### src/rtl/bf_sram_ctrl.sv
// Bloom-filter bit-array controller: arbitrates inserts/queries onto a true-dual-port 2^ADDR_W x 1 SRAM
// and sequences full-array clears. Define BF_STATS_EN to add insert/query/hit counters.
module bf_sram_ctrl #(
  parameter int unsigned ADDR_W = 13,
  parameter int unsigned RD_LAT = 2,
  parameter int unsigned TAG_W  = 8
) (
  input  logic              clock,
  input  logic              reset_n,
  input  logic              ins_valid,
  output logic              ins_ready,
  input  logic [ADDR_W-1:0] ins_idx0,
  input  logic [ADDR_W-1:0] ins_idx1,
  input  logic              qry_valid,
  output logic              qry_ready,
  input  logic [ADDR_W-1:0] qry_idx0,
  input  logic [ADDR_W-1:0] qry_idx1,
  input  logic [TAG_W-1:0]  qry_tag,
  input  logic              clr_req,
  output logic              clr_busy,
  output logic              rsp_valid,
  output logic              rsp_hit,
  output logic [TAG_W-1:0]  rsp_tag,
  output logic [ADDR_W-1:0] sram_address_a,
  output logic [ADDR_W-1:0] sram_address_b,
  output logic              sram_data_a,
  output logic              sram_data_b,
  output logic              sram_wren_a,
  output logic              sram_wren_b,
  input  logic              sram_q_a,
  input  logic              sram_q_b
`ifdef BF_STATS_EN
  ,
  output logic [31:0]       stat_ins_cnt,
  output logic [31:0]       stat_qry_cnt,
  output logic [31:0]       stat_hit_cnt
`endif
);

  localparam int unsigned CNT_W = ADDR_W - 1;
  localparam logic [CNT_W-1:0] SWEEP_LAST = '1;

  localparam logic [1:0] ST_RUN   = 2'd0;
  localparam logic [1:0] ST_DRAIN = 2'd1;
  localparam logic [1:0] ST_SWEEP = 2'd2;

  localparam logic GNT_QRY = 1'b0;
  localparam logic GNT_INS = 1'b1;

  logic [1:0]       state, state_nx;
  logic [CNT_W-1:0] sweep_cnt, sweep_nx;
  logic             last_grant, last_grant_nx;
  logic             clr_busy_nx;

  logic [ADDR_W-1:0] addr_a_nx, addr_b_nx;
  logic              data_a_nx, data_b_nx, wren_a_nx, wren_b_nx;

  logic [RD_LAT:0]            trk_vld, trk_vld_nx;
  logic [RD_LAT:0][TAG_W-1:0] trk_tag, trk_tag_nx;
  logic                       rsp_valid_nx, rsp_hit_nx;
  logic [TAG_W-1:0]           rsp_tag_nx;

  logic run, ins_acc, qry_acc;

  // Round-robin grant: on a tie the class not served last wins.
  assign run       = (state == ST_RUN);
  assign ins_ready = run && (!qry_valid || (last_grant == GNT_QRY));
  assign qry_ready = run && (!ins_valid || (last_grant == GNT_INS));
  assign ins_acc   = ins_valid && ins_ready;
  assign qry_acc   = qry_valid && qry_ready;

  // Next state and next SRAM command.
  always_comb begin
    state_nx      = state;
    sweep_nx      = sweep_cnt;
    last_grant_nx = last_grant;
    clr_busy_nx   = clr_busy;
    addr_a_nx     = sram_address_a;
    addr_b_nx     = sram_address_b;
    data_a_nx     = 1'b0;
    data_b_nx     = 1'b0;
    wren_a_nx     = 1'b0;
    wren_b_nx     = 1'b0;
    unique case (state)
      ST_RUN: begin
        if (ins_acc) begin
          addr_a_nx     = ins_idx0;
          addr_b_nx     = ins_idx1;
          data_a_nx     = 1'b1;
          data_b_nx     = 1'b1;
          wren_a_nx     = 1'b1;
          // equal indices: port A writes alone to avoid a same-address dual write
          wren_b_nx     = (ins_idx1 != ins_idx0);
          last_grant_nx = GNT_INS;
        end else if (qry_acc) begin
          addr_a_nx     = qry_idx0;
          addr_b_nx     = qry_idx1;
          last_grant_nx = GNT_QRY;
        end
        if (clr_req) begin
          clr_busy_nx = 1'b1;
          state_nx    = ST_DRAIN;
        end
      end
      ST_DRAIN: begin
        if (trk_vld == '0) begin
          state_nx = ST_SWEEP;
          sweep_nx = '0;
        end
      end
      ST_SWEEP: begin
        addr_a_nx = {sweep_cnt, 1'b0};
        addr_b_nx = {sweep_cnt, 1'b1};
        wren_a_nx = 1'b1;
        wren_b_nx = 1'b1;
        if (sweep_cnt == SWEEP_LAST) begin
          state_nx    = ST_RUN;
          clr_busy_nx = 1'b0;
        end else begin
          sweep_nx = sweep_cnt + CNT_W'(1);
        end
      end
      default: begin
        state_nx    = ST_SWEEP;
        sweep_nx    = '0;
        clr_busy_nx = 1'b1;
      end
    endcase
  end

  // In-flight query tracker; stage RD_LAT lines up with valid SRAM read data.
  always_comb begin
    trk_vld_nx    = '0;
    trk_tag_nx    = '0;
    trk_vld_nx[0] = qry_acc;
    trk_tag_nx[0] = qry_tag;
    for (int unsigned k = 1; k <= RD_LAT; k++) begin
      trk_vld_nx[k] = trk_vld[k-1];
      trk_tag_nx[k] = trk_tag[k-1];
    end
    rsp_valid_nx = trk_vld[RD_LAT];
    rsp_hit_nx   = trk_vld[RD_LAT] & sram_q_a & sram_q_b;
    rsp_tag_nx   = trk_vld[RD_LAT] ? trk_tag[RD_LAT] : rsp_tag;
  end

  // Every reset starts an automatic sweep from address 0.
  always_ff @(posedge clock or negedge reset_n) begin
    if (!reset_n) begin
      state          <= ST_SWEEP;
      sweep_cnt      <= '0;
      last_grant     <= GNT_QRY;
      clr_busy       <= 1'b1;
      sram_address_a <= '0;
      sram_address_b <= '0;
      sram_data_a    <= 1'b0;
      sram_data_b    <= 1'b0;
      sram_wren_a    <= 1'b0;
      sram_wren_b    <= 1'b0;
      trk_vld        <= '0;
      trk_tag        <= '0;
      rsp_valid      <= 1'b0;
      rsp_hit        <= 1'b0;
      rsp_tag        <= '0;
    end else begin
      state          <= state_nx;
      sweep_cnt      <= sweep_nx;
      last_grant     <= last_grant_nx;
      clr_busy       <= clr_busy_nx;
      sram_address_a <= addr_a_nx;
      sram_address_b <= addr_b_nx;
      sram_data_a    <= data_a_nx;
      sram_data_b    <= data_b_nx;
      sram_wren_a    <= wren_a_nx;
      sram_wren_b    <= wren_b_nx;
      trk_vld        <= trk_vld_nx;
      trk_tag        <= trk_tag_nx;
      rsp_valid      <= rsp_valid_nx;
      rsp_hit        <= rsp_hit_nx;
      rsp_tag        <= rsp_tag_nx;
    end
  end

`ifdef BF_STATS_EN
  logic sweep_start;
  assign sweep_start = (state == ST_DRAIN) && (state_nx == ST_SWEEP);

  // Activity counters, cleared whenever a sweep begins.
  always_ff @(posedge clock or negedge reset_n) begin
    if (!reset_n) begin
      stat_ins_cnt <= '0;
      stat_qry_cnt <= '0;
      stat_hit_cnt <= '0;
    end else if (sweep_start) begin
      stat_ins_cnt <= '0;
      stat_qry_cnt <= '0;
      stat_hit_cnt <= '0;
    end else begin
      if (ins_acc)              stat_ins_cnt <= stat_ins_cnt + 32'd1;
      if (qry_acc)              stat_qry_cnt <= stat_qry_cnt + 32'd1;
      if (rsp_valid && rsp_hit) stat_hit_cnt <= stat_hit_cnt + 32'd1;
    end
  end
`endif

endmodule

### config.mk
export PLATFORM = sky130hd
export DESIGN_NAME = bf_sram_ctrl
export DESIGN_NICKNAME = d
export VERILOG_FILES = /design/src/rtl/bf_sram_ctrl.sv
export SDC_FILE = /design/constraint.sdc
export NUM_CORES = 1
export LEC_CHECK = 0
export ABC_AREA = 1
export ABC_CLOCK_PERIOD_IN_PS = 1600
export CORE_UTILIZATION = 39
export CTS_CLUSTER_DIAMETER = 50
export DETAILED_ROUTE_END_ITERATION = 16
export PLACE_DENSITY = 0.8
export SLEW_MARGIN = 20
export SYNTH_ARGS = -nofsm -noshare
export SYNTH_HDL_FRONTEND = slang
export SYNTH_SLANG_ARGS = --single-unit
### constraint.sdc
create_clock -name clock -period 1.6 [get_ports clock]
set_clock_uncertainty 0.2 [all_clocks]
set_input_delay 0.4 -clock clock [delete_from_list [all_inputs] [get_ports clock]]
set_output_delay 0.4 -clock clock [all_outputs]
set_load 0.02 [all_outputs]
==> results.cfg <==
[run_status]
status = finished, violations left
failed_checks = negative setup slack

[setup_path]
required_ps = 1710
crit_arrival_ps = 2000
r2r-end = sram_address_b[1]$_DFFE_PN0P_
r2r_cells = 9
endpoint_kind = flop
cp_max_fo = 5
worst_setup_path_start_kind = flop
r2r_start = state[0]$_DFFE_PN0P_
worst-r2r-setup-slack_ps = -280
crit_type = flop to flop

[power_and_ir_drop]
p_per_area_nw_per_um2 = 640
p_sw_mw = 1.07
leakage_nw = 3.01
switching_share = 0.268
comb_power_share = 0.091
intPower_mw = 2.92
pwr-share-clk = 0.381
pwr-share-seq = 0.529
peakVddDrop_mv = 0.622

[layout]
final_common_cell = nand2_1
final_cells = 767
layout_common_cells = nand2_1 (112), dfrtp_1 (78), clkdlybuf4s50_1 (63)
drive_above_1_share = 0.368
n_antenna_cell = 0
fin_nets = 701
postLayoutCoreUtil = 0.669
syn2layout_area_growth_pct = 64.0

[floorplanning]
die_y_um = 101
row_count = 35
start_util = 0.408
io_pins = 110
dieArea_um2 = 10200
die_x_um = 101
core_area_um2 = 9330

[sta]
setup_viol = 45
period_minus_slack_ps = 1880
fmax_ghz = 0.531
period_share = 1.18
hold_viol = 0
setup_ws_ps = -282
grt_setup_unrepaired = true
tightest_slew_ps = 323
holdWs_ps = 145
drv_slew = 0
maxSlewHeadroom = 0.783

[synthesis]
netlist_instances = 464
syn_area_per_cell_um2 = 8.20
synth_compound_area_frac = 0.133
synthMuxAreaShare = 0
yosys_register_bits = 82
synthSimpleGateAreaFrac = 0.247
seq_area_frac_synth = 0.540
synthAdderAreaFrac = 0.00329
netlist_area_um2 = 3800
synth_top_area_frac = 0.526
synth_top_family_by_area = simple AND/OR/NAND/NOR gates
mappedNetlistNets = 532
yosysTopAreaCell = dfrtp_1
synth_cell_types = 33
synth-xor-area-share = 0.00230
synth_area_leaders = dfrtp_1 (53%), nand2_1 (14%), inv_1 (4.8%)
yosysWarnings = 0

[placement]
place_ws_ps = -633
place_congestion = 0.913
portBuffers = 109
hpwlAfterDp_um = 7780
dpl.cell_count = 724

[min_path]
hold_end = trk_tag[21]$_DFF_PN0_
min_path_type = flop to flop
min_path_cells = 0
worstHoldStart = trk_tag[13]$_DFF_PN0_

[grt]
grt_pass1_wl_um = 18200
grt_max_degree = 40
grt-ovfl-total = 0
grt_pass1_vias = 3774
track_usage = 0.235
grt_antenna_before_repair = 0

[detailed_routing]
drc = 0
route.vias.total = 4241
via_per_inst = 5.53
dr.pass1.iters = 5
ant_nets = 0
drtIter0Drc = 434
routed_wl_um = 14600
wl_per_cell_um = 19.1

[clocking]
cts.clk_slew.worst_paths_ps = 100
htreeDepth = 3
cts_buffers = 9
cts_tree = done
root_buffer = clkbuf_8
clk_latency_ps = 370
cts_sinks = 82
cts_max_path_buffers = 2

[run]
max_cap_viol_count = 0
## synthesized netlist by cell type
cell type	number
buf_2	11
clkbuf_1	3
inv_2	3
o21bai_1	2
nand3_4	1
and3_1	1
buf_4	1
a21oi_1	31
nand3_2	2
o21ai_1	5
nor2_1	47
o21ai_0	36
xor2_1	1
nand2_1	138
or2_2	5
nor2_4	2
nand4_1	1
ha_1	1
a21boi_0	1
o21ai_2	2
dfrtp_1	80
buf_6	1
o21ai_4	1
o211ai_2	1
nand2_4	1
nor2_2	1
dfstp_2	2
clkinv_2	1
inv_1	49
nand3_1	18
o211ai_1	10
nand2_2	3
nand3b_1	2
## what timing repair did
action / CTS / global route
resized for setup: 224 / 137
cloned: 4 / 10
endpoints found under the hold margin: 19 / 0
setup endpoints to repair: 83 / 49
setup buffers: 10 / 6
hold buffers: 1 / 0
pin swaps: 9 / 38
## per-layer routing
layer,vias to the layer above,track usage,routed length (µm)
li1,1817,-,-
met1,2005,0.269,4930
met2,335,0.411,7360
met3,84,0.0583,1480
met4,0,0.113,859
met5,-,0,0
## flip-flops by register name, indices dropped and copies added, names as in the netlist
signal          count
clr_busy            1
last_grant          1
rsp_hit             1
rsp_tag             8
rsp_valid           1
sram_address_a     13
sram_address_b     13
sram_data_b         1
sram_wren_a         1
sram_wren_b         1
state               2
sweep_cnt          12
trk_tag            24
trk_vld             3
## worst max path at each step
stage | startpoint | end
after floorplan | sweep_cnt[0]$_DFFE_PN0P_ | sweep_cnt[9]$_DFFE_PN0P_
after global placement | qry_valid | ins_ready
after detailed placement | qry_valid | ins_ready
after CTS | state[0]$_DFFE_PN0P_ | qry_ready
after global routing | state[0]$_DFFE_PN0P_ | sram_address_b[1]$_DFFE_PN0P_
final | state[0]$_DFFE_PN0P_ | sram_address_b[1]$_DFFE_PN0P_
## cell families after synthesis
logic type               count (synthesis)
buffers and inverters                   69
AO/OA/AOI/OAI                           89
XOR/XNOR                                 1
AND/OR/NAND/NOR                        222
adder cells (fa/ha/maj)                  1
flip-flops                              82
## critical path, cell delays in order (launching register included)
cell,delay [ps]
dfrtp_1,420
nor2_4,150
buf_6,180
nand3_4,170
clkbuf_16,220
nand2_1,70
nand2_1,50
o21ai_1,200
nand2_1,90
nand2_2,70
## power groups by stage
stage / combinational, mW / sequential, mW / clock [mW]
3_3_place_gp: 0.317 / 2.15 / 0
5_1_grt: 0.383 / 2.11 / 1.62
3_5_place_dp: 0.319 / 2.15 / 0
6_report: 0.361 / 2.11 / 1.52
4_1_cts: 0.326 / 2.11 / 1.52
2_1_floorplan: 0.0566 / 2.15 / 0
## area by class of cell
cell class	instances	area, µm²
clock buffers	9	124
clock inverters	7	76.3
fillers	643	3090
inverters	53	228
multi-input cells	315	1910
flip-flops and latches	82	2060
well taps	129	161
repair buffers	172	1680
## through the flow
stage          TNS, ps  total power [mW]  area [µm²]
3_3_place_gp    -13380              2.47        5330
6_report         -7040              3.99        6240
3_5_place_dp    -15090              2.47        5330
4_1_cts          -5920              3.95        5650
2_1_floorplan     -137              2.20        3800
5_1_grt          -8570              4.11        6240
(Power assumes the default switching activity.)
